==> config.mk <==
export PLATFORM = sky130hd
export DESIGN_NAME = spi_mem_ctrl
export DESIGN_NICKNAME = d
export VERILOG_FILES = /design/src/rtl/spi_mem_pkg.sv /design/src/rtl/spi_prefetch_buf.sv /design/src/rtl/spi_mem_ctrl.sv
export SDC_FILE = /design/constraint.sdc
export NUM_CORES = 1
export LEC_CHECK = 0
export ABC_AREA = 1
export CORE_MARGIN = 3
export CORE_UTILIZATION = 45
export CTS_BUF_LIST = sky130_fd_sc_hd__clkbuf_16
export DETAILED_ROUTE_END_ITERATION = 8
export PLACE_DENSITY_LB_ADDON = 0.12
export RECOVER_POWER = 100
export SLEW_MARGIN = 20
export SYNTH_ARGS = -nofsm -noshare
export SYNTH_HDL_FRONTEND = slang
export SYNTH_SLANG_ARGS = --single-unit
==> constraint.sdc <==
create_clock -name clk_core_i -period 5.02 [get_ports clk_core_i]
set_clock_uncertainty 0.1 [all_clocks]
set_input_delay 1.004 -clock clk_core_i [delete_from_list [all_inputs] [get_ports clk_core_i]]
set_output_delay 1.004 -clock clk_core_i [all_outputs]
set_load 0.02 [all_outputs]
==> src/rtl/spi_mem_pkg.sv <==
// rtl/spi_mem_pkg.sv - shared types and constants for the SPI RAM request sequencer
package spi_mem_pkg;

  localparam int ADDR_W = 16;
  localparam int DATA_W = 8;

  localparam logic [1:0] NBYTES_ONE = 2'd1;
  localparam logic [1:0] NBYTES_TWO = 2'd2;

  typedef enum logic [1:0] {
    S_IDLE,
    S_ISSUE,
    S_WAIT,
    S_RESP
  } state_t;

  // Sequential successor of a byte address; wraps 16'hFFFF to 16'h0000.
  function automatic logic [ADDR_W-1:0] next_addr(input logic [ADDR_W-1:0] addr);
    return addr + {{(ADDR_W-1){1'b0}}, 1'b1};
  endfunction

endpackage

==> src/rtl/spi_prefetch_buf.sv <==
// rtl/spi_prefetch_buf.sv - one-entry read prefetch buffer holding the second byte of a read burst
module spi_prefetch_buf
  import spi_mem_pkg::*;
#(
  parameter bit PREFETCH_EN = 1'b1
) (
  input  logic              clk_core_i,
  input  logic              rst_n_i,
  input  logic [ADDR_W-1:0] lookup_addr,
  output logic              hit,
  output logic [DATA_W-1:0] hit_data,
  input  logic              wr_en,
  input  logic [ADDR_W-1:0] wr_addr,
  input  logic [DATA_W-1:0] wr_data,
  input  logic              load_en,
  input  logic [ADDR_W-1:0] load_addr,
  input  logic [DATA_W-1:0] load_data
);

  logic              pf_valid;
  logic [ADDR_W-1:0] pf_addr;
  logic [DATA_W-1:0] pf_data;

  // load_addr is the address of the first burst byte; the buffered byte sits one above it
  always_ff @(posedge clk_core_i or negedge rst_n_i) begin
    if (!rst_n_i) begin
      pf_valid <= 1'b0;
      pf_addr  <= '0;
      pf_data  <= '0;
    end else if (load_en && PREFETCH_EN) begin
      pf_valid <= 1'b1;
      pf_addr  <= next_addr(load_addr);
      pf_data  <= load_data;
    end else if (wr_en && (wr_addr == pf_addr)) begin
      pf_data  <= wr_data;
    end
  end

  assign hit      = pf_valid && (lookup_addr == pf_addr);
  assign hit_data = pf_data;

endmodule

==> src/rtl/spi_mem_ctrl.sv <==
// rtl/spi_mem_ctrl.sv - sequences single-byte core requests into spi_master transactions with read prefetch
module spi_mem_ctrl
  import spi_mem_pkg::*;
#(
  parameter bit PREFETCH_EN = 1'b1
) (
  input  logic              clk_core_i,
  input  logic              rst_n_i,
  input  logic              req_valid_i,
  output logic              req_ready_o,
  input  logic              req_we_i,
  input  logic [ADDR_W-1:0] req_addr_i,
  input  logic [DATA_W-1:0] req_wdata_i,
  output logic              rsp_valid_o,
  output logic [DATA_W-1:0] rsp_rdata_o,
  output logic              spi_start_o,
  output logic [ADDR_W-1:0] spi_addr_o,
  output logic [DATA_W-1:0] spi_wdata_o,
  output logic              spi_rnw_o,
  output logic [1:0]        spi_nbytes_o,
  input  logic [DATA_W-1:0] spi_rdata1_i,
  input  logic [DATA_W-1:0] spi_rdata2_i,
  input  logic              spi_done_i,
  input  logic              spi_busy_i
);

  state_t            state;
  logic              accept;
  logic              pf_hit;
  logic [DATA_W-1:0] pf_data;
  logic              pf_load;

  assign accept  = req_valid_i && req_ready_o;
  assign pf_load = (state == S_WAIT) && spi_done_i && spi_rnw_o;

  spi_prefetch_buf #(
    .PREFETCH_EN (PREFETCH_EN)
  ) u_prefetch_buf (
    .clk_core_i  (clk_core_i),
    .rst_n_i     (rst_n_i),
    .lookup_addr (req_addr_i),
    .hit         (pf_hit),
    .hit_data    (pf_data),
    .wr_en       (accept && req_we_i),
    .wr_addr     (req_addr_i),
    .wr_data     (req_wdata_i),
    .load_en     (pf_load),
    .load_addr   (spi_addr_o),
    .load_data   (spi_rdata2_i)
  );

  // The spi_* request fields double as the registered copy of the accepted request.
  always_ff @(posedge clk_core_i or negedge rst_n_i) begin
    if (!rst_n_i) begin
      state        <= S_IDLE;
      req_ready_o  <= 1'b1;
      rsp_valid_o  <= 1'b0;
      rsp_rdata_o  <= '0;
      spi_start_o  <= 1'b0;
      spi_addr_o   <= '0;
      spi_wdata_o  <= '0;
      spi_rnw_o    <= 1'b0;
      spi_nbytes_o <= 2'd0;
    end else begin
      case (state)
        S_IDLE: begin
          if (accept) begin
            req_ready_o <= 1'b0;
            if (!req_we_i && pf_hit) begin
              rsp_valid_o <= 1'b1;
              rsp_rdata_o <= pf_data;
              state       <= S_RESP;
            end else begin
              spi_addr_o   <= req_addr_i;
              spi_wdata_o  <= req_we_i ? req_wdata_i : '0;
              spi_rnw_o    <= !req_we_i;
              spi_nbytes_o <= (!req_we_i && PREFETCH_EN) ? NBYTES_TWO : NBYTES_ONE;
              state        <= S_ISSUE;
            end
          end
        end
        S_ISSUE: begin
          if (!spi_busy_i) begin
            spi_start_o <= 1'b1;
            state       <= S_WAIT;
          end
        end
        S_WAIT: begin
          spi_start_o <= 1'b0;
          if (spi_done_i) begin
            rsp_valid_o <= 1'b1;
            rsp_rdata_o <= spi_rnw_o ? spi_rdata1_i : '0;
            state       <= S_RESP;
          end
        end
        S_RESP: begin
          rsp_valid_o <= 1'b0;
          rsp_rdata_o <= '0;
          req_ready_o <= 1'b1;
          state       <= S_IDLE;
        end
        default: state <= S_IDLE;
      endcase
    end
  end

endmodule

==> results.toml <==
[global_route]
antenna_found_initial = 0
grt_pass1_wl_um = 13800
grt_pass1_vias = 2958
track_usage_pct = 20.1
overflow = 0
grt_max_degree = 65

[timing]
relSlewSlack_pct = 13.6
fin_crit_sh_pct = 69.2
drv_slew = 0
rsz0062_at_grt = "no"
final-setup-viol-count = 0
fmax_mhz = 288
hold_violations = 0
worst_slack_ns = 1.55
worstMarginPinSlew_ns = 1.29
post-route-min-period_ns = 3.47
setup_tns_ns = 0

[floorplanning]
ios = 84
std_cell_rows = 31
initial_core_util_pct = 46.8
die_h_um = 93.3
dieArea_mm2 = 0.00871
core_area_mm2 = 0.00733
die-width_um = 93.3

[route]
vias_per_cell = 4.85
first_iter_violations = 144
num_vias = 3065
wl_met2_um = 3690
top_layer_used = "met4"
wl_met3_um = 353
wl_per_cell_um = 12.8
drc = 0
wl_met1_um = 3950
firstDrtPassIters = 4
ant_nets = 0
wl_um = 8090

[cts]
ctsHoldBuffers = 0
clkTransAtPathRegs_ns = 0.06
root_buffer = "clkbuf_16"
cts_tree = "built"
clock_latency_ns = 0.32
post_cts_buffers = 0
cts_resized = 0
htreeDepth = 3
clockBufferDepth = 2
cts.sinks = 64
cts_buffers = 9

[power]
p_per_area_mw_per_mm2 = 596
finalPower_mw = 2.68
p_leak_nw = 2.26
peakVddDrop_uv = 302

[critical_path]
crit_start = "req_addr_i[9]"
rrSetupSlack_ns = 2.01
cp-end-kind = "flop"
r2r_end = "u_prefetch_buf.hit_data[5]$_DFFE_PN0P_"
reg2regPathDepth = 8
endpoint = "spi_addr_o[11]$_DFFE_PN0P_"
arrival_ns = 3.51
worst-setup-path-type = "primary input to flop"
critPathRequiredTime_ns = 5.06
rr_startpoint = "state[0]$_DFFE_PN0P_"
start_kind = "primary input"
critPathMaxFanout = 43

[yosys]
netlist_instances = 446
synth_top_family_by_area = "simple AND/OR/NAND/NOR gates"
syn_area_mm2 = 0.00343
synth_nets = 498
synth-xor-area-share_pct = 1.79
yosys.area_share.simple_pct = 29.5
synth-compound-area-share_pct = 10.7
ys_warn_count = 0
synth_cell_type_count = 33
yosysSeqAreaShare_pct = 46.7
synth-seq-cells = 64
synth_area_per_cell_um2 = 7.69
synthMuxAreaShare_pct = 0
synthAdderAreaFrac_pct = 2.19

[layout]
syn2layout_area_growth_pct = 30.9
post_route_cells_drive_above_1_share_pct = 5.07
layout.nets = 580
fin_cells = 632
n_antenna_cell = 0
postLayoutCoreUtil_pct = 61.3

[placement]
post-place-cells = 616
gp_congestion = 0.842
dpl_worst_slack_ns = 1.81
hpwlAfterDp_um = 5800
port_buffers = 83

[outcome]
status = "complete, no violations"

[job]
maxCapViolations = 0

[worst_hold_path]
hold_path.class = "flop to flop"
[sequential cells by signal, summed over array words and instances, names as in the netlist]
signal,count
spi_addr_o,16
u_prefetch_buf.pf_addr,16
rsp_rdata_o,8
spi_wdata_o,8
u_prefetch_buf.hit_data,8
state,2
req_ready_o,1
rsp_valid_o,1
spi_nbytes_o,1
spi_rnw_o,1
spi_start_o,1
u_prefetch_buf.pf_valid,1
[worst max-delay path, stage by stage]
cell and delay, ns:
dlygate4sd3_1 0.57, inv_1 0.06, nand2_1 0.05, nand2_1 0.04, nor2_1 0.09, nand2_1 0.05
nor2_1 0.17, nand3_1 0.23, nand2_1 1.00, o21ai_0 0.24
[how the worst min path moves through the flow]
stage	startpoint	to	slack, ns	depth (start not counted)
3_3_place_gp	u_prefetch_buf.pf_valid$_DFFE_PN0P_	u_prefetch_buf.pf_valid$_DFFE_PN0P_	0.34	2
5_1_grt	u_prefetch_buf.pf_valid$_DFFE_PN0P_	u_prefetch_buf.pf_valid$_DFFE_PN0P_	0.38	2
3_5_place_dp	u_prefetch_buf.pf_valid$_DFFE_PN0P_	u_prefetch_buf.pf_valid$_DFFE_PN0P_	0.35	2
4_1_cts	u_prefetch_buf.pf_valid$_DFFE_PN0P_	u_prefetch_buf.pf_valid$_DFFE_PN0P_	0.37	2
2_1_floorplan	u_prefetch_buf.pf_valid$_DFFE_PN0P_	u_prefetch_buf.pf_valid$_DFFE_PN0P_	0.32	2
6_report	rsp_rdata_o[4]$_DFFE_PN0P_	rsp_rdata_o[4]$_DFFE_PN0P_	0.36	2
[metrics by stage]
step / hold slack, ns / instance area, um^2
after floorplan: 0.323 / 3430
after global routing: 0.381 / 4490
after global placement: 0.335 / 4290
final: 0.361 / 4490
after CTS: 0.368 / 4570
after detailed placement: 0.355 / 4290
[cells by family (layout without fill, tap and decap cells)]
logic type	Yosys count	count (layout)
adder cells (fa/ha/maj)	6	6
AO/OA/AOI/OAI	61	61
XOR/XNOR	7	7
buffers and inverters	70	157
AND/OR/NAND/NOR	238	238
flip-flops	64	64
[where the power goes]
group          leakage, nW  switching (mW)  internal (mW)
clock                0.149           0.218          0.376
combinational         1.32           0.686          0.459
sequential           0.797           0.177          0.762
total                 2.26            1.08           1.60
[layout by cell type (no fill, tap or decap), drive strengths merged]
cell	Yosys	final
a21oi	1	1
a41oi	1	1
and3	1	1
buf	10	2
bufinv	0	1
clkbuf	3	9
clkdlybuf4s50	0	40
clkinv	1	5
dfrtp	63	63
dfstp	1	1
dlygate4sd3	0	42
ha	6	6
inv	56	58
nand2	172	172
nand3	36	36
nand4	3	3
nor2	24	24
nor3	1	1
o21a	1	1
o21ai	52	52
o21bai	2	2
o22ai	4	4
or2	1	1
xnor2	2	2
xor2	5	5
[synth_stat cells]
| library cell | instances | area share [%] |
|---|---|---|
| nand2_1 | 168 | 18 |
| dfrtp_1 | 63 | 46 |
| inv_1 | 52 | 5.7 |
| o21ai_0 | 36 | 5.3 |
| nand3_1 | 34 | 5.0 |
| nor2_1 | 19 | 2.1 |
| o21ai_2 | 11 | 2.8 |
| ha_1 | 6 | 2.2 |
| nor2_2 | 5 | 0.91 |
| o21ai_1 | 5 | 0.73 |
| xor2_1 | 5 | 1.3 |
| buf_2 | 4 | 0.58 |
| buf_6 | 4 | 1.3 |
| inv_2 | 4 | 0.44 |
| o22ai_1 | 4 | 0.73 |
| clkbuf_1 | 3 | 0.33 |
| nand2_4 | 3 | 0.98 |
| nand4_1 | 3 | 0.55 |
| o21bai_1 | 2 | 0.44 |
| xnor2_1 | 2 | 0.51 |
| a21oi_2 | 1 | 0.26 |
| a41oi_1 | 1 | 0.26 |
| and3_1 | 1 | 0.18 |
| buf_4 | 1 | 0.22 |
| buf_8 | 1 | 0.44 |
| clkinv_1 | 1 | 0.11 |
| dfstp_2 | 1 | 0.77 |
| nand2_2 | 1 | 0.18 |
| nand3_2 | 1 | 0.29 |
| nand3_4 | 1 | 0.51 |
| nor3_2 | 1 | 0.29 |
| o21a_1 | 1 | 0.22 |
| or2_2 | 1 | 0.18 |
[routing by layer]
metal,up-vias,track usage [%]
li1,1572,-
met1,1416,27.8
met2,69,31.3
met3,8,3.86
met4,0,7.69
met5,-,0
[area by class of cell]
cell class,instances,area (um^2)
inverter,57,214
clock inverter,7,56.3
tap,99,124
multi-input combinational,312,1440
timing repair buffer,84,833
sequential,64,1600
clock buffer,9,225
fill,656,2840
No activity file was read; power rests on OpenSTA's default activity.
